[src/rtl/arbiter_rr_if.sv]
// Request/grant/acknowledge bundle shared by the round-robin arbiter.
// The arbiter takes the master view; the requesters take the slave view.
interface arbiter_rr_if #(
    parameter int NUM_PORTS = 4,
    parameter int IDX_W     = $clog2(NUM_PORTS)
);
    logic [NUM_PORTS-1:0] req;
    logic [NUM_PORTS-1:0] ack;
    logic [NUM_PORTS-1:0] grant;
    logic [IDX_W-1:0]     owner;
    logic                 busy;
    logic                 ack_timeout;

    modport master (
        input  req,
        input  ack,
        output grant,
        output owner,
        output busy,
        output ack_timeout
    );

    modport slave (
        output req,
        output ack,
        input  grant,
        input  owner,
        input  busy,
        input  ack_timeout
    );
endinterface

[src/rtl/arbiter_rr.sv]
// Round-robin arbiter with request/grant/acknowledge handshake.
// A watchdog revokes grants that are never acknowledged.
module arbiter_rr #(
    parameter int NUM_PORTS = 4,
    parameter int ACK_WAIT  = 16,
    parameter int IDX_W     = $clog2(NUM_PORTS)
) (
    input  logic          clk,
    input  logic          rst,
    arbiter_rr_if.master  bus
);

    typedef enum logic [1:0] {
        IDLE  = 2'd0,
        GRANT = 2'd1,
        OWN   = 2'd2
    } state_t;

    localparam logic [31:0] WAIT_LAST = 32'(ACK_WAIT - 1);
    localparam logic [IDX_W:0] PORTS_W = (IDX_W+1)'(NUM_PORTS);
    localparam logic [IDX_W-1:0] LAST_IDX = IDX_W'(NUM_PORTS - 1);
    localparam logic [NUM_PORTS-1:0] ONE = NUM_PORTS'(1);

    state_t               state_q, state_d;
    logic [IDX_W-1:0]     ptr_q, ptr_d;
    logic [31:0]          wait_q, wait_d;
    logic [NUM_PORTS-1:0] grant_q, grant_d;
    logic [IDX_W-1:0]     owner_q, owner_d;
    logic                 to_q, to_d;

    logic                 sel_found;
    logic [IDX_W-1:0]     sel_idx;
    logic [IDX_W:0]       pos;
    logic                 own_req;
    logic                 own_ack;
    logic                 release_d;
    logic [IDX_W-1:0]     nxt_ptr;

    assign own_req = bus.req[owner_q];
    assign own_ack = bus.ack[owner_q];
    assign nxt_ptr = (owner_q == LAST_IDX) ? '0 : owner_q + 1'b1;

    // Scan requests starting at ptr, wrapping, first hit wins.
    always_comb begin
        sel_found = 1'b0;
        sel_idx   = '0;
        pos       = '0;
        for (int k = 0; k < NUM_PORTS; k++) begin
            pos = {1'b0, ptr_q} + (IDX_W+1)'(k);
            if (pos >= PORTS_W) pos = pos - PORTS_W;
            if (!sel_found && bus.req[pos[IDX_W-1:0]]) begin
                sel_found = 1'b1;
                sel_idx   = pos[IDX_W-1:0];
            end
        end
    end

    // Next-state logic: grant, acknowledge window, ownership, release.
    always_comb begin
        state_d   = state_q;
        ptr_d     = ptr_q;
        wait_d    = wait_q;
        grant_d   = grant_q;
        owner_d   = owner_q;
        to_d      = 1'b0;
        release_d = 1'b0;
        unique case (state_q)
            IDLE: begin
                if (sel_found) begin
                    grant_d = ONE << sel_idx;
                    owner_d = sel_idx;
                    wait_d  = '0;
                    state_d = GRANT;
                end
            end
            GRANT: begin
                if (!own_req) begin
                    release_d = 1'b1;
                end else if (own_ack) begin
                    state_d = OWN;
                end else if (ACK_WAIT != 0 && wait_q == WAIT_LAST) begin
                    release_d = 1'b1;
                    to_d      = 1'b1;
                end else begin
                    wait_d = wait_q + 32'd1;
                end
            end
            OWN: begin
                if (!own_req) release_d = 1'b1;
            end
            default: begin
                state_d = IDLE;
                grant_d = '0;
            end
        endcase
        if (release_d) begin
            grant_d = '0;
            state_d = IDLE;
            ptr_d   = nxt_ptr;
        end
    end

    // State and output registers with synchronous reset.
    always_ff @(posedge clk) begin
        if (rst) begin
            state_q <= IDLE;
            ptr_q   <= '0;
            wait_q  <= '0;
            grant_q <= '0;
            owner_q <= '0;
            to_q    <= 1'b0;
        end else begin
            state_q <= state_d;
            ptr_q   <= ptr_d;
            wait_q  <= wait_d;
            grant_q <= grant_d;
            owner_q <= owner_d;
            to_q    <= to_d;
        end
    end

    assign bus.grant       = grant_q;
    assign bus.owner       = owner_q;
    assign bus.busy        = (state_q != IDLE);
    assign bus.ack_timeout = to_q;

endmodule

[src/flat_wrapper.sv]
// flat-port wrapper written by rule: the top's interface ports become plain ports
module arbiter_rr_flat 
#(
    parameter int NUM_PORTS = 4,
    parameter int ACK_WAIT  = 16,
    parameter int IDX_W     = $clog2(NUM_PORTS)
)
  (clk, rst, bus_req, bus_ack, bus_grant, bus_owner, bus_busy, bus_ack_timeout);
  arbiter_rr_if #(.NUM_PORTS(NUM_PORTS), .IDX_W(IDX_W)) bus_i ();
  input  logic clk;
  input  logic rst;
  input wire logic [$bits(bus_i.req)-1:0] bus_req;
  input wire logic [$bits(bus_i.ack)-1:0] bus_ack;
  output wire logic [$bits(bus_i.grant)-1:0] bus_grant;
  output wire logic [$bits(bus_i.owner)-1:0] bus_owner;
  output wire logic [$bits(bus_i.busy)-1:0] bus_busy;
  output wire logic [$bits(bus_i.ack_timeout)-1:0] bus_ack_timeout;
  assign bus_i.req = bus_req;
  assign bus_i.ack = bus_ack;
  assign bus_grant = bus_i.grant;
  assign bus_owner = bus_i.owner;
  assign bus_busy = bus_i.busy;
  assign bus_ack_timeout = bus_i.ack_timeout;
  arbiter_rr #(.NUM_PORTS(NUM_PORTS), .ACK_WAIT(ACK_WAIT), .IDX_W(IDX_W)) u_core (.clk(clk), .rst(rst), .bus(bus_i));
endmodule
[config.mk]
export PLATFORM = sky130hd
export DESIGN_NAME = arbiter_rr_flat
export DESIGN_NICKNAME = d
export VERILOG_FILES = /design/src/rtl/arbiter_rr_if.sv /design/src/rtl/arbiter_rr.sv /design/src/flat_wrapper.sv
export SDC_FILE = /design/constraint.sdc
export NUM_CORES = 1
export LEC_CHECK = 0
export CAP_MARGIN = 25
export CORE_MARGIN = 2
export CORE_UTILIZATION = 63
export DETAILED_ROUTE_END_ITERATION = 7
export HOLD_SLACK_MARGIN = 0.02
export PLACE_DENSITY = 0.82
export RECOVER_POWER = 50
export SYNTH_ARGS = -nofsm -noshare
export SYNTH_HDL_FRONTEND = slang
export SYNTH_SLANG_ARGS = --single-unit
[constraint.sdc]
create_clock -name clk -period 5 [get_ports clk]
set_clock_uncertainty 0.15 [all_clocks]
set_input_delay 0.75 -clock clk [delete_from_list [all_inputs] [get_ports clk]]
set_output_delay 0.75 -clock clk [all_outputs]
set_load 0.05 [all_outputs]
==> flow_metrics.py <==
metrics = {
    "grt": {
        "antenna_found_initial": 0,
        "grt_overflow": 0,
        "grt_use_total": 0.2861,
        "grt_pass1_vias": 2092,
        "grt_pass1_wl_um": 9742,
        "grt_max_degree": 25,
    },
    "clock_network": {
        "tritoncts": "built",
        "ctsResizeCount": 0,
        "clock_sinks": 43,
        "clk_latency_ns": 0.30,
        "ctsRootBufferMaster": "clkbuf_8",
        "cts_buffers": 5,
        "post_cts_buffers": 0,
        "hold_buffers": 0,
        "cts_buffer_depth": 2,
        "clk_pin_slew_ns": 0.08,
        "htreeDepth": 2,
    },
    "worst_setup_path": {
        "path_class": "primary input to flip-flop",
        "crit_arrival_ns": 3.77,
        "slowest_delay_ns": 0.77,
        "crit_chain": "dlygate4sd3_1, mux4_1, nor2b_1, o21ai_1, a21oi_1, and2_1, a31o_2",
        "startpoint": "bus_req[1]",
        "path_depth": 7,
        "r2r_end": "u_core.wait_q[31]$_SDFFE_PP0P_",
        "cp_slowest_cell": "o21ai_1",
        "crit_path_max_fanout": 15,
        "critical_path_buf_inv_count": 1,
        "crit_family": "compound AO/OA/AOI/OAI gates",
        "r2r-start": "u_core.wait_q[15]$_SDFFE_PP0P_",
        "reg2regPathDepth": 6,
        "cp.required_ns": 5.05,
        "cp-end-kind": "flip-flop",
        "r2r_setup_slack_ns": 1.62,
        "cp-start-kind": "primary input",
    },
    "logic_synthesis": {
        "synth_area_um2": 2490,
        "syn_nets": 302,
        "ys_types": 54,
        "synthArstFlopShare": 0,
        "synth_edf_count": 0,
        "synth_seq_cells": 43,
        "ys_warn_count": 0,
        "ys.flop_type": "dfxtp_1",
        "seq_area_frac_synth": 0.3457,
        "syn_avg_cell_area_um2": 8.676,
        "syn_inst": 287,
    },
    "placement": {
        "pre_cts_ws_ns": 1.681,
        "hpwl_um": 3994,
        "port_buffers": 17,
        "routabilityCongestion": 0.8799,
    },
    "sta": {
        "worst_slew_pin_slew_ns": 1.486,
        "slew_headroom": 0.002922,
        "fin_ws_ns": 1.285,
        "fmax_mhz": 269.2,
        "layout_min_cycle_time_ns": 3.715,
        "fin_crit_sh": 0.7430,
        "rsz0062_at_grt": "no",
        "tns_ns": 0,
        "finalHoldViolations": 0,
        "drv_slew": 0,
        "setup_viol": 0,
    },
    "floorplan": {
        "io_pins": 18,
        "die_w_um": 66.87,
        "die_h_um": 66.87,
        "start_util": 0.6651,
        "die-area_um2": 4471,
        "core_area_um2": 3744,
        "rows": 22,
    },
    "route": {
        "drc": 0,
        "ant_nets": 0,
        "viasPerCell": 6.270,
        "wl_per_cell_um": 15.97,
        "initialDrtViolationCount": 190,
        "vias": 2226,
        "first_pass_iters": 5,
        "routed_wl_um": 5671,
    },
    "finish": {
        "diodes": 0,
        "area_delta_synth_final_pct": 10.95,
        "seq_area_um2": 860.8,
        "multi_input_area_um2": 1465,
        "final_layout_size_suffix_gt1_frac": 0.09121,
        "num-fill-cells": 310,
        "final_nets": 321,
        "layout_commonest_cell": "dfxtp_1",
        "final_cell_mix": "dfxtp_1, nor2_1, nand2_1, a21oi_1, inv_1",
    },
    "run_status": {
        "violations": "max-capacitance violations",
        "run_status": "finished with violations",
    },
    "hold_path": {
        "hold_class": "flip-flop to flip-flop",
        "hold_end": "u_core.bus.grant[0]$_SDFFE_PP0P_",
        "min_path_cells": 2,
        "hold_start": "u_core.bus.grant[0]$_SDFFE_PP0P_",
    },
    "flow_run": {
        "cap_viol_max_count": 1,
    },
    "power": {
        "p_leak_nw": 0.9942,
        "pwr_density_cell_nw_per_um2": 383.1,
        "switchingPower_w": 0.0004307,
        "ir_worst_vdd_mv": 0.3068,
        "p_sw_frac": 0.4070,
        "p_clk_frac": 0.235,
        "seqPwrFrac": 0.360,
        "intPower_w": 0.0006276,
        "power_frac_comb": 0.404,
    },
}
state kept, by name, summed over array words and instances (netlist names):
name / cells
u_core.ptr_q: 2
u_core.wait_q: 32
u_core.bus.ack_timeout: 1
u_core.bus.grant: 4
u_core.state_q: 2
u_core.bus.owner: 2
per-layer routing:
metal,vias up,part of all wire,GRT usage
met3,5,0.050,0.05743
li1,1096,-,-
met4,0,0.0095,0.07908
met1,1070,0.48,0.4038
met2,55,0.46,0.4425
met5,-,0,0
cells by family after synthesis:
| group | share of synthesized area |
|---|---|
| flops | 0.3457 |
| xor+xnor | 0.04221 |
| mux | 0.04774 |
| fa+ha+maj | 0.02513 |
| simple gates | 0.2658 |
| compound gates | 0.2327 |
| buf+inv | 0.04070 |
tightest hold or removal path, cell delays in order, from the launching register on:
cell	delay (ns)
dfxtp_1	0.31
nand2_1	0.05
a21oi_1	0.05
final cells by class:
cell class	count	share of cell area
clock buffer	7	0.03487
clock inverter	1	0.002717
inverter	14	0.01902
multi-input combinational	221	0.5303
sequential	43	0.3116
tap	48	0.02174
timing repair buffer	21	0.07971
worst max-delay path by stage:
stage	slack [ns]	to
finish	1.28	u_core.wait_q[31]$_SDFFE_PP0P_
global route	1.16	u_core.wait_q[31]$_SDFFE_PP0P_
CTS	1.74	u_core.wait_q[15]$_SDFFE_PP0P_
detailed placement	1.68	u_core.wait_q[20]$_SDFFE_PP0P_
global placement	1.73	u_core.wait_q[20]$_SDFFE_PP0P_
floorplan	2.36	u_core.wait_q[16]$_SDFFE_PP0P_
Yosys cell counts, drive strengths merged (3+ instances only):
master | number | area [µm²]
nand2 | 29 | 111.4
nor3 | 3 | 20.02
or3 | 3 | 18.77
ha | 5 | 62.56
mux2i | 7 | 70.07
a31oi | 5 | 31.28
a21oi | 25 | 125.1
dfxtp | 43 | 860.8
a31o | 6 | 52.55
nand3 | 9 | 45.04
inv | 14 | 52.55
a2111oi | 6 | 152.6
buf | 5 | 33.78
nor2 | 35 | 131.4
clkbuf | 4 | 15.01
xnor2 | 12 | 105.1
and3 | 7 | 43.79
a211oi | 4 | 42.54
nand2b | 6 | 37.54
o21ai | 7 | 46.29
nand4 | 11 | 75.07
nor4 | 11 | 75.07
power groups by stage:
stage / sequential [W] / clock, W / combinational (W)
after detailed placement: 0.000390 / 0 / 0.000418
after global routing: 0.000384 / 0.000266 / 0.000465
after CTS: 0.000381 / 0.000250 / 0.000421
final: 0.000381 / 0.000249 / 0.000428
after floorplan: 0.000417 / 0 / 0.000277
after global placement: 0.000388 / 0 / 0.000414
through the flow:
| step | instance area (µm²) | total power, W | utilization | std cells | hold WS [ns] |
|---|---|---|---|---|---|
| finish | 2763 | 0.001058 | 0.7380 | 355 | 0.3029 |
| global route | 2763 | 0.001116 | 0.7380 | 355 | 0.3269 |
| CTS | 2798 | 0.001052 | 0.7473 | 354 | 0.3068 |
| detailed placement | 2694 | 0.0008080 | 0.7196 | 346 | 0.2954 |
| global placement | 2694 | 0.0008021 | 0.7196 | 346 | 0.2891 |
| floorplan | 2490 | 0.0006941 | - | 287 | 0.2944 |
(Power assumes the default switching activity.)
